## config.mk

```make
export PLATFORM = sky130hd
export DESIGN_NAME = mem_arbiter_rr
export DESIGN_NICKNAME = d
export VERILOG_FILES = /design/src/rtl/mem_arbiter_rr.sv
export SDC_FILE = /design/constraint.sdc
export NUM_CORES = 1
export LEC_CHECK = 0
export ABC_AREA = 1
export CAP_MARGIN = 20
export CORE_MARGIN = 1
export CORE_UTILIZATION = 44
export DETAILED_ROUTE_END_ITERATION = 7
export GPL_TIMING_DRIVEN = 0
export PLACE_DENSITY = 0.88
export REMOVE_ABC_BUFFERS = 1
export SETUP_SLACK_MARGIN = 0.02
export SLEW_MARGIN = 40
export SYNTH_ARGS = -nofsm -noshare
export SYNTH_HDL_FRONTEND = slang
export SYNTH_SLANG_ARGS = --single-unit
```

## constraint.sdc

```tcl
create_clock -name clk -period 4.05 [get_ports clk]
set_input_delay 0.81 -clock clk [delete_from_list [all_inputs] [get_ports clk]]
set_output_delay 0.81 -clock clk [all_outputs]
set_load 0.02 [all_outputs]
```

## src/rtl/mem_arbiter_rr.sv

```systemverilog
// Round-robin N-channel arbiter for one single-port sync RAM; 3 cycles per beat (IDLE/ISSUE/ACK), bursts capped at MAX_BURST.
// Requests are level-sensitive and held off while busy. Define MEMARB_PRIO_EN to add the ch_prio override input.
module mem_arbiter_rr #(
    parameter int NUM_CH    = 3,
    parameter int CH_W      = 2,
    parameter int ADDR_W    = 10,
    parameter int DATA_W    = 32,
    parameter int MAX_BURST = 4,
    parameter int ADDR_INC  = 4
) (
    input  logic                       clk,
    input  logic                       reset,
    input  logic [NUM_CH-1:0]          ch_req,
    input  logic [NUM_CH-1:0]          ch_burst,
    input  logic [NUM_CH-1:0]          ch_we,
    input  logic [NUM_CH*ADDR_W-1:0]   ch_addr,
    input  logic [NUM_CH*DATA_W-1:0]   ch_di,
`ifdef MEMARB_PRIO_EN
    input  logic [NUM_CH-1:0]          ch_prio,
`endif
    output logic [NUM_CH-1:0]          ch_ack,
    output logic [DATA_W-1:0]          ch_do,
    output logic                       mem_en,
    output logic                       mem_we,
    output logic [ADDR_W-1:0]          mem_addr,
    output logic [DATA_W-1:0]          mem_di,
    input  logic [DATA_W-1:0]          mem_do,
    output logic [CH_W-1:0]            grant_id,
    output logic                       busy
);

    localparam int BW = $clog2(MAX_BURST + 1);
    localparam logic [BW-1:0] BURST_MAX = BW'(MAX_BURST);

    typedef enum logic [1:0] {IDLE, ISSUE, ACK} state_t;

    state_t              state;
    logic [BW-1:0]       beats;
    logic                owner_vld;
    logic [CH_W-1:0]     owner_id;

    logic                cont;
    logic [NUM_CH-1:0]   rr_mask;
    logic                rr_vld;
    logic [CH_W-1:0]     rr_id;
    logic [CH_W:0]       scan_sum;
    logic [CH_W-1:0]     scan_idx;
`ifdef MEMARB_PRIO_EN
    logic [NUM_CH-1:0]   prio_req;
`endif

    assign ch_do = mem_do;

    always_comb begin
        cont     = owner_vld && ch_req[owner_id] && ch_burst[owner_id] && (beats < BURST_MAX);
`ifdef MEMARB_PRIO_EN
        prio_req = ch_req & ch_prio;
        rr_mask  = (|prio_req) ? prio_req : ch_req;
        // Any other prioritised requester takes the next beat away from the burst owner.
        if (|(prio_req & ~(NUM_CH'(1) << owner_id)))
            cont = 1'b0;
`else
        rr_mask  = ch_req;
`endif
        rr_vld   = 1'b0;
        rr_id    = '0;
        scan_sum = '0;
        scan_idx = '0;
        for (int i = 1; i <= NUM_CH; i++) begin
            scan_sum = {1'b0, grant_id} + (CH_W+1)'(i);
            if (scan_sum >= (CH_W+1)'(NUM_CH))
                scan_sum = scan_sum - (CH_W+1)'(NUM_CH);
            scan_idx = scan_sum[CH_W-1:0];
            if (!rr_vld && rr_mask[scan_idx]) begin
                rr_vld = 1'b1;
                rr_id  = scan_idx;
            end
        end
    end

    always_ff @(posedge clk or negedge reset) begin
        if (!reset) begin
            state     <= IDLE;
            ch_ack    <= '0;
            mem_en    <= 1'b0;
            mem_we    <= 1'b0;
            mem_addr  <= '0;
            mem_di    <= '0;
            grant_id  <= CH_W'(NUM_CH - 1);
            busy      <= 1'b0;
            beats     <= '0;
            owner_vld <= 1'b0;
            owner_id  <= '0;
        end else begin
            case (state)
                IDLE: begin
                    if (cont) begin
                        mem_en   <= 1'b1;
                        mem_we   <= ch_we[owner_id];
                        mem_di   <= ch_di[owner_id*DATA_W +: DATA_W];
                        mem_addr <= mem_addr + ADDR_W'(ADDR_INC);
                        grant_id <= owner_id;
                        beats    <= beats + BW'(1);
                        if (beats + BW'(1) == BURST_MAX)
                            owner_vld <= 1'b0;
                        busy     <= 1'b1;
                        state    <= ISSUE;
                    end else begin
                        owner_vld <= 1'b0;
                        if (rr_vld) begin
                            mem_en    <= 1'b1;
                            mem_we    <= ch_we[rr_id];
                            mem_di    <= ch_di[rr_id*DATA_W +: DATA_W];
                            mem_addr  <= ch_addr[rr_id*ADDR_W +: ADDR_W];
                            grant_id  <= rr_id;
                            beats     <= BW'(1);
                            owner_vld <= ch_burst[rr_id] && (BW'(1) < BURST_MAX);
                            owner_id  <= rr_id;
                            busy      <= 1'b1;
                            state     <= ISSUE;
                        end
                    end
                end
                ISSUE: begin
                    mem_en <= 1'b0;
                    ch_ack <= NUM_CH'(1) << grant_id;
                    state  <= ACK;
                end
                ACK: begin
                    ch_ack <= '0;
                    busy   <= 1'b0;
                    state  <= IDLE;
                end
                default: state <= IDLE;
            endcase
        end
    end

endmodule

```

* Word level (Yosys, flattened, before mapping) *
Index checks and enable logic that the tools add are counted.

storage, ports and cells
  input port bits = 169
  output and inout port bits = 82
  flip-flop bits (word level) = 58
  word-level logic and storage cells = 102

operators by class
  $mul = 1
  order comparisons = 9
  eq/ne operators = 5
  bitwise logic cells = 1
  multiplexer cells = 46
  shift-type cells = 4
  reductions and logical operators = 17
  $add $sub $neg = 8

operators with widths
  kind                     number
  $shiftx A96 B8 Y32       2
  $mux W32                 2
  $shiftx A30 B7 Y10       1
  $mux W10                 2
  $mux W2                  10
  $mux W1                  18
  $bmux W1 S2              8
  $lt A2 B3 Y1 const B     5
  $add A10 B3 Y10 const B  1
  $ge A3 B2 Y1 const B     3
  $reduce_and A2 Y1        4
  $reduce_bool A2 Y1       4
  $add A2 B2 Y3 const B    2
  $mux W3                  2
  $pmux W3 S2              1
  $sub A2 B2 Y2 const B    3
  $logic_and A1 B1 Y1      5
  $mul A2 B3 Y5 const B    1
  $pmux W1 S2              2
  $pmux W2 S2              1
  $add A2 B1 Y3 const B    1
  $add A3 B1 Y3 const B    1
  $eq A3 B3 Y1 const B     1
  $lt A3 B3 Y1 const B     1
  other kinds (9)          10

* Longest topological paths before layout *
Gate-level depths: netlist of the first run.

  depth after elaboration = 16
  gate-level depth with buffers = 18
  mapped depth without buffers = 17

* Worst setup path before layout of the first run *
Ideal clock, no wire load.

  kind = register to register
  start point = register grant_id[0]
  end point = register mem_di[10]
  data required time = 3.933 ns
  slack = 1.674 ns
  stages on the path, launching flop included = 18
  arrival time = 2.259 ns
  buffers on the path = 3
  clock period less this slack = 2.376 ns
  setup time = 0.117 ns
  cells stage by stage = dfrtp_1 inv_2 ha_1 buf_6 nand2_1 inv_1 nor2_2 nand2_2 nand2_2 nor2_2 nand2_2 nand3_4 buf_12 buf_6 a21oi_1 nor2_1 nor2_1 nor2_1

between the ends
  cells in the longest elaborated chain, start to end = 15
  elaborated cells between the ends (all ways) = 33
  those cells by class = add/sub: 6; order compare: 3; shift: 1; mux: 17; reduce/logical: 6

ends and longest elaborated chain
  item                                                  RTL line  text
  start: declaration                                    28        output logic [CH_W-1:0] grant_id,
  start signal: assignment                              89        grant_id <= CH_W'(NUM_CH - 1);
  start signal: assignment                              102       grant_id <= owner_id;
  start signal: assignment                              115       grant_id <= rr_id;
  $add A2 B1 Y3                                         70        scan_sum = {1'b0, grant_id} + (CH_W+1)'(i);
  $ge A3 B2 Y1 / $sub A2 B2 Y2 (equally long branches)  71, 72
  $mux W2                                               71        if (scan_sum >= (CH_W+1)'(NUM_CH))
  $bmux W1 S2                                           74        if (!rr_vld && rr_mask[scan_idx]) begin
  $mux W1 (implied by the code)                         74
  $mux W1                                               74
  $logic_not A1 Y1                                      74
  $logic_and A1 B1 Y1                                   74
  $mux W1                                               74
  $logic_not A1 Y1                                      74
  $logic_and A1 B1 Y1                                   74
  $mux W2                                               74
  $shiftx A96 B8 Y32                                    113       mem_di <= ch_di[rr_id*DATA_W +: DATA_W];
  $mux W32                                              110       if (rr_vld) begin
  $mux W32                                              97        if (cont) begin
  end signal: assignment                                100       mem_di <= ch_di[owner_id*DATA_W +: DATA_W];
  end signal: assignment                                113
  end: declaration                                      26        output logic [DATA_W-1:0] mem_di,

Parallel ways exist; a longest one is shown, timed or not. The select of a mux whose other input is x is not followed.
A chain may end at the register's enable or synchronous reset.

* Final worst setup path of the first run *
  start point = register grant_id[0]
  end point = register mem_di[23]

The elaborated chain is that of the path after synthesis.

==> results of run 1 <==
==> layout make-up <==
cell class | instances | area, um2 | area share (%)
clock buffers | 12 | 165 | 2.51
clock inverters | 4 | 72.6 | 1.10
inverters | 69 | 262 | 3.97
multi-input cells | 513 | 2550 | 38.7
flip-flops and latches | 58 | 1450 | 22.0
well taps | 136 | 170 | 2.58
repair buffers | 189 | 1920 | 29.1
==> worst register-to-register path: cells and delay by family (launching register included) <==
kind                     cells  cell delay, ns
buffers and inverters        1            0.13
flip-flops                   1            0.56
AND/OR/NAND/NOR             12            2.08
adder cells (fa/ha/maj)      1            0.51
==> layout by cell type, fill, tap and decap left out, drive strengths merged, types with 2 or more instances in the layout <==
cell	count
or2	2
inv	69
nand2	172
xor2	3
nor2	149
bufinv	2
clkbuf	12
a31oi	3
xnor2	2
a21oi	52
clkdlybuf4s50	185
buf	4
nand4	2
ha	12
nand3	88
o21ai	24
dfrtp	57
a21boi	2
==> power by group <==
group          switching, mW  leakage [nW]  internal, mW
clock network          0.227         0.119         0.396
registers              0.193         0.671         0.906
logic                   3.38          2.34          1.84
==> registers in the layout, summed over array words and instances (netlist names) <==
register and count:
mem_en 1, mem_di 32, state 2, owner_vld 1
grant_id 2, mem_we 1, owner_id 2, beats 3
mem_addr 10, busy 1, ch_ack 3
==> cell families (layout without fill, tap and decap cells) <==
family,count (synthesis),count (layout),synth area share [%]
simple gates,414,414,40.2
compound gates,82,82,8.99
xor+xnor,5,5,0.920
buf+inv,138,274,16.2
fa+ha+maj,12,12,3.15
flops,58,58,30.5
==> path summary, 6_finish.rpt <==
kind	from	end	slack [ns]	cells after the start
setup / recovery	grant_id[0]	mem_di[23]	0.70	14
hold / removal	reset	ch_ack[0]	0.40	1
setup reg to reg	grant_id[0]	mem_di[23]	0.70	14
hold reg to reg	beats[1]	beats[1]	0.49	2
max in group asynchronous	reset	grant_id[1]	3.09	2
min in group clk	beats[1]	beats[1]	0.49	2
==> layer usage <==
layer | share of wire, % | vias to the layer above | wire, um | GRT usage, %
met4 | 1.4 | 2 | 199 | 7.64
li1 | - | 2450 | - | -
met1 | 42 | 2200 | 6180 | 32.6
met2 | 45 | 225 | 6500 | 41.5
met3 | 11 | 17 | 1640 | 11.5
met5 | 0.32 | - | 46 | 3.33
==> metrics by stage <==
stage	setup WS (ns)	instances	total power [mW]	TNS [ns]
detailed placement	0.415	965	6.32	0
finish	0.699	981	6.94	0
CTS	0.686	981	6.98	0
global route	0.353	981	7.67	0
floorplan	0.916	640	4.63	0
global placement	-0.350	962	6.14	-10.77
==> impl_results.html, run 1 <==
<table>
<tr><th>Metric</th><th>Value</th></tr>
<tr><th colspan="2">Run status</th></tr>
<tr><td>Result of the run</td><td>completed</td></tr>
<tr><th colspan="2">Floorplan</th></tr>
<tr><td>Number of top-level pins</td><td>251</td></tr>
<tr><td>Die area</td><td>0.0112 mm2</td></tr>
<tr><td>Core Box Area</td><td>0.0104 mm2</td></tr>
<tr><td>Die span in y</td><td>106 um</td></tr>
<tr><td>Initial Utilization</td><td>45.7%</td></tr>
<tr><td>Width of the die</td><td>106 um</td></tr>
<tr><td>Standard-cell row count</td><td>37</td></tr>
<tr><th colspan="2">Global route</th></tr>
<tr><td>Aggregate global-route resource usage</td><td>26.4%</td></tr>
<tr><td>Number of antenna violations at the first check in global routing</td><td>0</td></tr>
<tr><td>Global route overflow</td><td>0</td></tr>
<tr><td>Wire length of the first global-routing pass</td><td>23200 um</td></tr>
<tr><td>Number of global-route vias before repair</td><td>4606</td></tr>
<tr><td>Pin count of the biggest net entering global routing</td><td>74</td></tr>
<tr><th colspan="2">Worst setup path</th></tr>
<tr><td>Cell breakdown of the critical path</td><td>inv_2 &gt; ha_1 &gt; nand2_2 &gt; nand2_1 &gt; nand2_2 &gt; nand2_1 &gt; nand2_1 &gt; nand2_2 &gt; nand3_4 &gt; nand2_2 &gt; nand3_1 &gt; nand2_1 &gt; nor2_1 &gt; nor2_1</td></tr>
<tr><td>Worst-path maximum fanout</td><td>33</td></tr>
<tr><td>Crit end category</td><td>flop</td></tr>
<tr><td>Startpoint-to-endpoint class of the critical path</td><td>flop to flop</td></tr>
<tr><td>Crit path largest cell delay</td><td>0.70 ns</td></tr>
<tr><td>Required time at the worst-slack endpoint</td><td>4.30 ns</td></tr>
<tr><td>Critical-path top delay cell</td><td>sky130_fd_sc_hd__nand2_2</td></tr>
<tr><td>Critical path data arrival time</td><td>3.60 ns</td></tr>
<tr><td>Dominant delay contributor by cell family on the critical path</td><td>simple AND/OR/NAND/NOR gates</td></tr>
<tr><td>Nature of the critical path startpoint</td><td>flop</td></tr>
<tr><td>Buffers and inverters on the worst path</td><td>1</td></tr>
<tr><th colspan="2">Placed design</th></tr>
<tr><td>GPL Wtd Cong</td><td>0.807</td></tr>
<tr><td>Post-detail-place hpwl</td><td>10700 um</td></tr>
<tr><td>Number of buffers inserted by port buffering</td><td>186</td></tr>
<tr><td>Instance area after placement</td><td>0.00635 mm2</td></tr>
<tr><th colspan="2">Power and ir drop</th></tr>
<tr><td>Power per Cell Area</td><td>1050 mW/mm2</td></tr>
<tr><td>Pleak</td><td>3.13 nW</td></tr>
<tr><td>Highest ir drop seen on vdd</td><td>0.826 mV</td></tr>
<tr><th colspan="2">Logic synthesis</th></tr>
<tr><td>Total number of yosys warnings</td><td>0</td></tr>
<tr><td>Largest area contributor in the synthesized netlist</td><td>sky130_fd_sc_hd__dfrtp_1</td></tr>
<tr><td>Sequential area share after synthesis</td><td>30.5%</td></tr>
<tr><td>Number of distinct library cells after synthesis</td><td>36</td></tr>
<tr><td>Most used flip-flop cell after synthesis</td><td>sky130_fd_sc_hd__dfrtp_1</td></tr>
<tr><td>Fraction of post-synthesis cell area in the top cell type by area</td><td>30.0%</td></tr>
<tr><td>Proportion of register bits with asynchronous set or reset after synthesis</td><td>100%</td></tr>
<tr><td>Number of flops mapped to enable cells by yosys</td><td>0</td></tr>
<tr><td>Mean Syn Cell Area</td><td>6.71 um2</td></tr>
<tr><td>Most common cell in the synthesized netlist</td><td>sky130_fd_sc_hd__nand2_1</td></tr>
<tr><td>Number of register bits inferred by synthesis</td><td>58</td></tr>
<tr><td>Synth cell count leaders</td><td>sky130_fd_sc_hd__nand2_1 (158), sky130_fd_sc_hd__nor2_1 (145), sky130_fd_sc_hd__inv_1 (60)</td></tr>
<tr><td>Synthesized area</td><td>0.00476 mm2</td></tr>
<tr><td>Area contributors post-synth</td><td>sky130_fd_sc_hd__dfrtp_1 (30%), sky130_fd_sc_hd__nand2_1 (12%), sky130_fd_sc_hd__nor2_1 (11%)</td></tr>
<tr><td>Count of mapped cells out of synthesis</td><td>709</td></tr>
<tr><th colspan="2">Timing</th></tr>
<tr><td>Pins over their slew limit</td><td>0</td></tr>
<tr><td>Slew at the pin closest to its max-slew limit</td><td>0.790 ns</td></tr>
<tr><td>Crit share post-route</td><td>82.7%</td></tr>
<tr><td>Clock tree skew after final layout</td><td>0.0117 ns</td></tr>
<tr><td>Minimum clock period after layout</td><td>3.35 ns</td></tr>
<tr><td>Setup repair after global routing missed its margin</td><td>false</td></tr>
<tr><td>Highest clock frequency the design can meet</td><td>0.298 GHz</td></tr>
<tr><td>Total count of hold-check failures in the final report</td><td>0</td></tr>
<tr><td>Normalized max-slew margin</td><td>47.3%</td></tr>
<tr><td>Post-Route Hold Slack</td><td>0.400 ns</td></tr>
<tr><td>Total of endpoints with negative setup slack in the final report</td><td>0</td></tr>
<tr><th colspan="2">Finish</th></tr>
<tr><td>Final #Nets</td><td>1021</td></tr>
<tr><td>Area added between synthesis and finish</td><td>38.4%</td></tr>
<tr><td>Final std cell area, no fill</td><td>0.00659 mm2</td></tr>
<tr><td>Filler cell count in the final layout</td><td>944</td></tr>
<tr><td>Number of antenna repair diodes</td><td>0</td></tr>
<tr><td>Share of cells above drive strength 1</td><td>9.94%</td></tr>
<tr><td>Post-layout utilization of the core</td><td>63.3%</td></tr>
<tr><th colspan="2">Drt</th></tr>
<tr><td>Violation count after the first detailed-route iteration</td><td>263</td></tr>
<tr><td>Via total after detailed routing</td><td>4894</td></tr>
<tr><td>Vias per std cell</td><td>4.99</td></tr>
<tr><td>Detailed-route DRC error count</td><td>0</td></tr>
<tr><td>1st-pass router iterations</td><td>5</td></tr>
<tr><td>Routed WL</td><td>14600 um</td></tr>
<tr><td>Final antenna-violating net count</td><td>0</td></tr>
<tr><td>Routed length per instance</td><td>14.8 um</td></tr>
<tr><th colspan="2">Clock tree</th></tr>
<tr><td>Clock Tree Buf Depth</td><td>2</td></tr>
<tr><td>Htree depth</td><td>3</td></tr>
<tr><td>Clk_lat worst skew</td><td>0.32 ns</td></tr>
<tr><td>Clock Tree Root</td><td>sky130_fd_sc_hd__clkbuf_8</td></tr>
<tr><td>Post-CTS sizing</td><td>0</td></tr>
<tr><td>Number of hold buffers added after cts</td><td>0</td></tr>
<tr><td>Number of setup buffers added after CTS</td><td>0</td></tr>
<tr><td>TritonCTS clock tree</td><td>yes</td></tr>
<tr><td>Number of buffers created by CTS</td><td>9</td></tr>
<tr><td>Clock sink count</td><td>58</td></tr>
<tr><td>Clock edge transition at the registers on the reported setup and hold paths</td><td>0.07 ns</td></tr>
<tr><th colspan="2">Run</th></tr>
<tr><td>Max-capacitance violation count</td><td>0</td></tr>
<tr><th colspan="2">Worst hold path</th></tr>
<tr><td>HP Class</td><td>primary input to async pin</td></tr>
</table>
Power figures use the tool's default switching activity.
==> inputs of run 2 (changes only) <==
- CORE_UTILIZATION: 44 -> 37
- PLACE_DENSITY: 0.88 -> 0.79
- clock period: 4.05 -> 2.7 ns (I/O delays scaled with it)
==> run 2 against run 1 <==
Against the previous run: non-clock buffer count grew 16; global-route usage shrank 2.5 points; worst setup slack got worse by 0.55 ns; clock power increased by 110%; highest routed layer unchanged.
==> impl_results.html, run 2 (synthesis gave the netlist of run 1 again) <==
<table>
<tr><th>Metric</th><th>Value</th></tr>
<tr><th colspan="2">Run status</th></tr>
<tr><td>Result of the run</td><td>completed</td></tr>
<tr><th colspan="2">Run</th></tr>
<tr><td>Max-capacitance violation count</td><td>0</td></tr>
<tr><th colspan="2">Power and ir drop</th></tr>
<tr><td>Highest ir drop seen on vdd</td><td>0.809 mV</td></tr>
<tr><td>Pleak</td><td>3.31 nW</td></tr>
<tr><td>Switch Pwr</td><td>6.40 mW</td></tr>
<tr><td>Power Total</td><td>12.3 mW</td></tr>
<tr><td>Sw Share</td><td>52.0%</td></tr>
<tr><td>Cell internal pwr</td><td>5.91 mW</td></tr>
<tr><td>Combinational power share</td><td>76.2%</td></tr>
<tr><td>Clock network power share</td><td>10.5%</td></tr>
<tr><td>Power per Cell Area</td><td>1740 mW/mm2</td></tr>
<tr><td>Part of the total power dissipated in sequential elements</td><td>13.4%</td></tr>
<tr><th colspan="2">Timing</th></tr>
<tr><td>Normalized max-slew margin</td><td>60.6%</td></tr>
<tr><td>Setup repair after global routing missed its margin</td><td>true</td></tr>
<tr><td>Total of endpoints with negative setup slack in the final report</td><td>0</td></tr>
<tr><td>Crit share post-route</td><td>94.6%</td></tr>
<tr><td>Pins over their slew limit</td><td>0</td></tr>
<tr><td>Setup ws final</td><td>0.147 ns</td></tr>
<tr><td>Slew at the pin closest to its max-slew limit</td><td>0.591 ns</td></tr>
<tr><td>Minimum clock period after layout</td><td>2.55 ns</td></tr>
<tr><td>Total count of hold-check failures in the final report</td><td>0</td></tr>
<tr><td>Highest clock frequency the design can meet</td><td>0.392 GHz</td></tr>
<tr><td>Clock tree skew after final layout</td><td>0.00735 ns</td></tr>
<tr><th colspan="2">Placed design</th></tr>
<tr><td>Post-detail-place hpwl</td><td>10700 um</td></tr>
<tr><td>GPL Wtd Cong</td><td>0.847</td></tr>
<tr><td>Number of buffers inserted by port buffering</td><td>186</td></tr>
<tr><td>Pre-CTS WS</td><td>-0.708 ns</td></tr>
<tr><th colspan="2">Clock tree</th></tr>
<tr><td>Clk_lat worst skew</td><td>0.32 ns</td></tr>
<tr><td>Number of buffers created by CTS</td><td>9</td></tr>
<tr><td>Clock Tree Root</td><td>sky130_fd_sc_hd__clkbuf_16</td></tr>
<tr><td>Clock sink count</td><td>58</td></tr>
<tr><td>Htree depth</td><td>3</td></tr>
<tr><td>Clock edge transition at the registers on the reported setup and hold paths</td><td>0.05 ns</td></tr>
<tr><td>Clock Tree Buf Depth</td><td>2</td></tr>
<tr><td>TritonCTS clock tree</td><td>yes</td></tr>
<tr><td>Number of hold buffers added after cts</td><td>0</td></tr>
<tr><th colspan="2">Worst setup path</th></tr>
<tr><td>Critical-path top delay cell</td><td>sky130_fd_sc_hd__dfstp_2</td></tr>
<tr><td>Worst reg2reg endpoint</td><td>mem_di[12]</td></tr>
<tr><td>Crit end category</td><td>flop</td></tr>
<tr><td>Crit path largest cell delay</td><td>0.56 ns</td></tr>
<tr><td>Worst Reg-to-Reg Cells</td><td>14</td></tr>
<tr><td>Nature of the critical path startpoint</td><td>flop</td></tr>
<tr><td>Flop2flop setup slack</td><td>0.15 ns</td></tr>
<tr><td>Worst-path maximum fanout</td><td>32</td></tr>
<tr><td>Startpoint-to-endpoint class of the critical path</td><td>flop to flop</td></tr>
<tr><td>Cell breakdown of the critical path</td><td>inv_2 &gt; ha_4 &gt; inv_4 &gt; nand2_1 &gt; nand3_1 &gt; a31oi_1 &gt; nand2_4 &gt; nand2_2 &gt; nand2_8 &gt; inv_12 &gt; nand2_1 &gt; nor2_1 &gt; nor2_1 &gt; nor2_1</td></tr>
<tr><td>Required time at the worst-slack endpoint</td><td>2.95 ns</td></tr>
<tr><td>Critical path data arrival time</td><td>2.81 ns</td></tr>
<tr><td>Worst reg2reg startpoint</td><td>grant_id[1]</td></tr>
<tr><td>Critical Path Most Common Cell</td><td>sky130_fd_sc_hd__nor2_1</td></tr>
<tr><th colspan="2">Floorplan</th></tr>
<tr><td>Initial Utilization</td><td>37.9%</td></tr>
<tr><td>Die span in y</td><td>115 um</td></tr>
<tr><td>Width of the die</td><td>115 um</td></tr>
<tr><td>Number of top-level pins</td><td>251</td></tr>
<tr><td>Core Box Area</td><td>0.0126 mm2</td></tr>
<tr><td>Die area</td><td>0.0133 mm2</td></tr>
<tr><td>Standard-cell row count</td><td>41</td></tr>
<tr><th colspan="2">Finish</th></tr>
<tr><td>Area added between synthesis and finish</td><td>48.3%</td></tr>
<tr><td>Final #Nets</td><td>1040</td></tr>
<tr><td>Register name with the most flops</td><td>mem_di</td></tr>
<tr><td>Number of flip-flops in the largest register</td><td>32</td></tr>
<tr><td>Post-layout utilization of the core</td><td>56.2%</td></tr>
<tr><td>Filler cell count in the final layout</td><td>1207</td></tr>
<tr><td>Largest regs</td><td>mem_di (32), mem_addr (10)</td></tr>
<tr><td>Most common cell after layout, fill and taps aside</td><td>sky130_fd_sc_hd__clkdlybuf4s50_1</td></tr>
<tr><td>Share of cells above drive strength 1</td><td>12.8%</td></tr>
<tr><td>Number of antenna repair diodes</td><td>0</td></tr>
<tr><td>Most frequent cells in the layout</td><td>sky130_fd_sc_hd__clkdlybuf4s50_1 (185), sky130_fd_sc_hd__nand2_1 (157), sky130_fd_sc_hd__nor2_1 (145)</td></tr>
<tr><th colspan="2">Drt</th></tr>
<tr><td>Violation count after the first detailed-route iteration</td><td>271</td></tr>
<tr><td>Vias per std cell</td><td>4.88</td></tr>
<tr><td>Detailed-route DRC error count</td><td>0</td></tr>
<tr><td>Final antenna-violating net count</td><td>0</td></tr>
<tr><td>Routed length per instance</td><td>15.8 um</td></tr>
<tr><td>1st-pass router iterations</td><td>5</td></tr>
<tr><td>Via total after detailed routing</td><td>5056</td></tr>
<tr><td>Routed WL</td><td>16300 um</td></tr>
<tr><th colspan="2">Global route</th></tr>
<tr><td>Number of antenna violations at the first check in global routing</td><td>0</td></tr>
<tr><td>Aggregate global-route resource usage</td><td>24.0%</td></tr>
<tr><td>Met3 capacity usage during global routing</td><td>12.3%</td></tr>
<tr><td>Global route overflow</td><td>0</td></tr>
<tr><td>Number of global-route vias before repair</td><td>4736</td></tr>
<tr><td>Wire length of the first global-routing pass</td><td>24300 um</td></tr>
<tr><td>Most utilized layer in the global route result</td><td>met2</td></tr>
<tr><td>Met2 Use GR</td><td>37.4%</td></tr>
<tr><td>Met1 track utilization from global routing</td><td>28.7%</td></tr>
<tr><td>Pin count of the biggest net entering global routing</td><td>66</td></tr>
<tr><th colspan="2">Worst hold path</th></tr>
<tr><td>HP Class</td><td>primary input to async pin</td></tr>
</table>
## run 2: cell type report
type                    instances  area (um2)  area share [%]
inverters                      69         274            3.88
clock buffers                  12         267            3.77
well taps                     172         215            3.05
repair buffers                205        2100            29.8
clock inverters                 4        72.6            1.03
multi-input cells             516        2680            37.9
flip-flops and latches         58        1450            20.6
## run 2: routing by layer
| metal | part of all wire [%] | wire length (um) |
|---|---|---|
| met5 | 0.28 | 46 |
| met4 | 0.60 | 98 |
| met3 | 13 | 2060 |
| met2 | 43 | 7010 |
| met1 | 44 | 7100 |
## run 2: repair_timing
action	4_1_cts	5_1_grt
resized for setup	9	14
setup buffers	3	11
pin swaps	1	6
endpoints found under the setup margin	51	51
gates cloned	2	3
## run 2: critical path: cells and delay by family (launching register included)
kind / cells / cell delay [ns]
adders and majority gates: 1 / 0.33
buffers and inverters: 3 / 0.32
AOI/OAI and AO/OA: 1 / 0.25
and+or+nand+nor: 9 / 0.99
DFF: 1 / 0.56
## run 2: worst max path at each step
stage / from / endpoint / depth (start not counted)
6_report: grant_id[1] / mem_di[12] / 14
5_1_grt: grant_id[1] / mem_di[12] / 16
4_1_cts: grant_id[1] / mem_addr[7] / 12
3_5_place_dp: ch_req[1] / mem_di[12] / 13
3_3_place_gp: ch_req[2] / mem_di[9] / 11
2_1_floorplan: grant_id[0] / mem_di[0] / 15
## run 2: through the flow
| stage | cells | TNS (ns) | cell area [um2] | hold WS (ns) |
|---|---|---|---|---|
| after floorplan | 640 | -15.18 | 4250 | 0.244 |
| after global placement | 998 | -114.70 | 6330 | 0.458 |
| after detailed placement | 1001 | -27.03 | 6400 | 0.467 |
| after CTS | 1022 | 0 | 6870 | 0.165 |
| after global routing | 1036 | -0.0130 | 7060 | 0.185 |
| final | 1036 | 0 | 7060 | 0.160 |
## run 2: power by group through the flow
stage	sequential [mW]	combinational, mW	clock, mW
floorplan	2.06	4.89	0
global placement	1.64	7.61	0
detailed placement	1.65	7.96	0
CTS	1.64	8.62	1.32
global route	1.70	10.4	1.36
finish	1.65	9.37	1.29
==> inputs of run 3 (changes only) <==
--- a/config.mk
+++ b/config.mk
@@ -11,5 +11,4 @@
 export CORE_UTILIZATION = 37
 export DETAILED_ROUTE_END_ITERATION = 7
-export GPL_TIMING_DRIVEN = 0
 export PLACE_DENSITY = 0.79
 export REMOVE_ABC_BUFFERS = 1
==> constraint.sdc (replaced) <==
create_clock -name clk -period 2.7 [get_ports clk]
set_input_delay 0.54 -clock clk [delete_from_list [all_inputs] [get_ports clk]]
set_output_delay 0.54 -clock clk [all_outputs]
set_load 0.1 [all_outputs]
==> run 3 against run 2 <==
Against the previous run: hold slack worse by 0.066 ns; flip-flop and latch count unchanged; clock skew down 0.0010 ns; wire length fell by 8.1%; highest routed layer unchanged; critical path depth grew 1; final area is 3.5% lower; die area stayed put; maximum frequency rose by 3.3%; worst setup slack better by 0.081 ns; first-iteration DRC count grew 8.5%.
==> impl_results.html, run 3 (synthesis gave the netlist of run 1 again) <==
<table>
<tr><th>Metric</th><th>Value</th></tr>
<tr><th colspan="2">Timing</th></tr>
<tr><td>Clock tree skew after final layout</td><td>0.00634 ns</td></tr>
<tr><td>Normalized max-slew margin</td><td>74.7%</td></tr>
<tr><td>Setup ws final</td><td>0.228 ns</td></tr>
<tr><td>Pins over their slew limit</td><td>0</td></tr>
<tr><td>Total of endpoints with negative setup slack in the final report</td><td>0</td></tr>
<tr><td>Crit share post-route</td><td>91.6%</td></tr>
<tr><td>Slew at the pin closest to its max-slew limit</td><td>0.380 ns</td></tr>
<tr><td>Highest clock frequency the design can meet</td><td>0.404 GHz</td></tr>
<tr><td>Setup repair after global routing missed its margin</td><td>false</td></tr>
<tr><td>Minimum clock period after layout</td><td>2.47 ns</td></tr>
<tr><td>Post-Route Hold Slack</td><td>0.0940 ns</td></tr>
<tr><td>Total count of hold-check failures in the final report</td><td>0</td></tr>
<tr><th colspan="2">Clock tree</th></tr>
<tr><td>Clk_lat worst skew</td><td>0.32 ns</td></tr>
<tr><td>Clock Tree Root</td><td>sky130_fd_sc_hd__clkbuf_16</td></tr>
<tr><td>Clock Tree Buf Depth</td><td>2</td></tr>
<tr><td>Htree depth</td><td>3</td></tr>
<tr><td>Number of buffers created by CTS</td><td>9</td></tr>
<tr><td>Clock sink count</td><td>58</td></tr>
<tr><td>Number of hold buffers added after cts</td><td>0</td></tr>
<tr><td>Number of setup buffers added after CTS</td><td>0</td></tr>
<tr><td>Clock edge transition at the registers on the reported setup and hold paths</td><td>0.05 ns</td></tr>
<tr><td>TritonCTS clock tree</td><td>yes</td></tr>
<tr><th colspan="2">Floorplan</th></tr>
<tr><td>Die area</td><td>0.0133 mm2</td></tr>
<tr><td>Width of the die</td><td>115 um</td></tr>
<tr><td>Die span in y</td><td>115 um</td></tr>
<tr><td>Standard-cell row count</td><td>41</td></tr>
<tr><td>Initial Utilization</td><td>37.9%</td></tr>
<tr><td>Core Box Area</td><td>0.0126 mm2</td></tr>
<tr><td>Number of top-level pins</td><td>251</td></tr>
<tr><th colspan="2">Worst setup path</th></tr>
<tr><td>Cell breakdown of the critical path</td><td>inv_1 &gt; ha_4 &gt; inv_4 &gt; nand2_1 &gt; nand3_2 &gt; nand2_2 &gt; nand2_1 &gt; nor2_2 &gt; nand2_2 &gt; nand3_4 &gt; buf_4 &gt; a21oi_1 &gt; nor2_1 &gt; nor2_1 &gt; nor2_1</td></tr>
<tr><td>Required time at the worst-slack endpoint</td><td>2.94 ns</td></tr>
<tr><td>Critical Path Most Common Cell</td><td>sky130_fd_sc_hd__nor2_1</td></tr>
<tr><td>Buffers and inverters on the worst path</td><td>3</td></tr>
<tr><td>Flop2flop setup slack</td><td>0.23 ns</td></tr>
<tr><td>Worst Reg-to-Reg Cells</td><td>15</td></tr>
<tr><td>Worst reg2reg startpoint</td><td>grant_id[1]</td></tr>
<tr><td>Critical-path top delay cell</td><td>sky130_fd_sc_hd__dfstp_2</td></tr>
<tr><td>Nature of the critical path startpoint</td><td>flop</td></tr>
<tr><td>Crit end category</td><td>flop</td></tr>
<tr><td>Worst reg2reg endpoint</td><td>mem_di[22]</td></tr>
<tr><td>Crit path largest cell delay</td><td>0.55 ns</td></tr>
<tr><td>Worst-path maximum fanout</td><td>17</td></tr>
<tr><td>Startpoint-to-endpoint class of the critical path</td><td>flop to flop</td></tr>
<tr><td>Dominant delay contributor by cell family on the critical path</td><td>simple AND/OR/NAND/NOR gates</td></tr>
<tr><td>Critical path data arrival time</td><td>2.71 ns</td></tr>
<tr><th colspan="2">Drt</th></tr>
<tr><td>Routed WL</td><td>15000 um</td></tr>
<tr><td>1st-pass router iterations</td><td>4</td></tr>
<tr><td>Final antenna-violating net count</td><td>0</td></tr>
<tr><td>Detailed-route DRC error count</td><td>0</td></tr>
<tr><td>Vias per std cell</td><td>4.77</td></tr>
<tr><td>Violation count after the first detailed-route iteration</td><td>294</td></tr>
<tr><td>Routed length per instance</td><td>14.4 um</td></tr>
<tr><td>Via total after detailed routing</td><td>4955</td></tr>
<tr><th colspan="2">Finish</th></tr>
<tr><td>Number of flip-flops in the largest register</td><td>32</td></tr>
<tr><td>Area added between synthesis and finish</td><td>43.1%</td></tr>
<tr><td>Most frequent cells in the layout</td><td>sky130_fd_sc_hd__nand2_1 (158), sky130_fd_sc_hd__nor2_1 (145), sky130_fd_sc_hd__clkdlybuf4s50_1 (135)</td></tr>
<tr><td>Share of cells above drive strength 1</td><td>17.9%</td></tr>
<tr><td>Number of antenna repair diodes</td><td>0</td></tr>
<tr><td>Most common cell after layout, fill and taps aside</td><td>sky130_fd_sc_hd__nand2_1</td></tr>
<tr><td>Register name with the most flops</td><td>mem_di</td></tr>
<tr><td>Largest regs</td><td>mem_di (32), mem_addr (10)</td></tr>
<tr><td>Final std cell area, no fill</td><td>0.00681 mm2</td></tr>
<tr><td>Final #Nets</td><td>1042</td></tr>
<tr><th colspan="2">Worst hold path</th></tr>
<tr><td>HP Class</td><td>primary input to async pin</td></tr>
<tr><th colspan="2">Placed design</th></tr>
<tr><td>Pre-CTS WS</td><td>0.101 ns</td></tr>
<tr><td>Post-detail-place hpwl</td><td>11400 um</td></tr>
<tr><td>GPL Wtd Cong</td><td>0.891</td></tr>
<tr><td>Number of buffers inserted by port buffering</td><td>186</td></tr>
<tr><td>Instance area after placement</td><td>0.00643 mm2</td></tr>
<tr><th colspan="2">Global route</th></tr>
<tr><td>Pin count of the biggest net entering global routing</td><td>47</td></tr>
<tr><td>Number of global-route vias before repair</td><td>4686</td></tr>
<tr><td>Global route overflow</td><td>0</td></tr>
<tr><td>Number of antenna violations at the first check in global routing</td><td>0</td></tr>
<tr><td>Wire length of the first global-routing pass</td><td>23600 um</td></tr>
<tr><td>Aggregate global-route resource usage</td><td>23.0%</td></tr>
<tr><th colspan="2">Run status</th></tr>
<tr><td>Result of the run</td><td>completed</td></tr>
<tr><th colspan="2">Run</th></tr>
<tr><td>Max-capacitance violation count</td><td>0</td></tr>
</table>
run 3: cell types whose count changed in the layout (fill, tap and decap cells not counted), sizes merged:
cell	change
clkinv	+1
bufbuf	-1
clkbuf	-1
clkdlybuf4s50	-50
nand2	-3
buf	+56
run 3: final cells by class:
| cell class | count | area [um2] |
|---|---|---|
| Multi-Input combinational cell | 513 | 2550 |
| Clock buffer | 11 | 243 |
| Sequential cell | 58 | 1450 |
| Tap cell | 172 | 215 |
| Fill cell | 1233 | 5760 |
| Timing Repair Buffer | 210 | 2010 |
| Inverter | 69 | 262 |
| Clock inverter | 5 | 77.6 |
run 3: metrics by stage:
step                instances  util, %  setup TNS (ns)
floorplan                 640        -          -44.62
global placement         1021     51.2               0
detailed placement       1021     51.2               0
CTS                      1037     53.7               0
global route             1038     54.2               0
finish                   1038     54.2               0
run 3: worst max-delay path by stage:
stage,cells after the start,start,to
after global routing,14,grant_id[1],mem_di[2]
final,15,grant_id[1],mem_di[22]
after global placement,13,ch_req[1],mem_di[26]
after CTS,14,grant_id[1],mem_addr[7]
after detailed placement,14,grant_id[1],mem_addr[7]
after floorplan,15,grant_id[0],mem_di[0]
run 3: routing by layer:
layer / GRT usage (%) / routed length (um)
met3: 12.4 / 1970
met1: 28.3 / 6410
met2: 35.4 / 6500
met4: 4.33 / 60
met5: 2.59 / 46
run 3: worst register-to-register path: cells and delay by family (launching register included):
family          cells  cell delay [ns]
compound gates      1             0.10
fa+ha+maj           1             0.36
buf+inv             3             0.45
flops               1             0.55
simple gates       10             0.96
run 3: what timing repair did:
item,4_1_cts,5_1_grt
endpoints found under the hold margin,0,0
resized for setup,0,6
endpoints found under the setup margin,0,46
Power of run 3 is left out: the tool's default activity adds up to more than one toggle a clock period on the data nets, which glitch-free logic cannot reach.
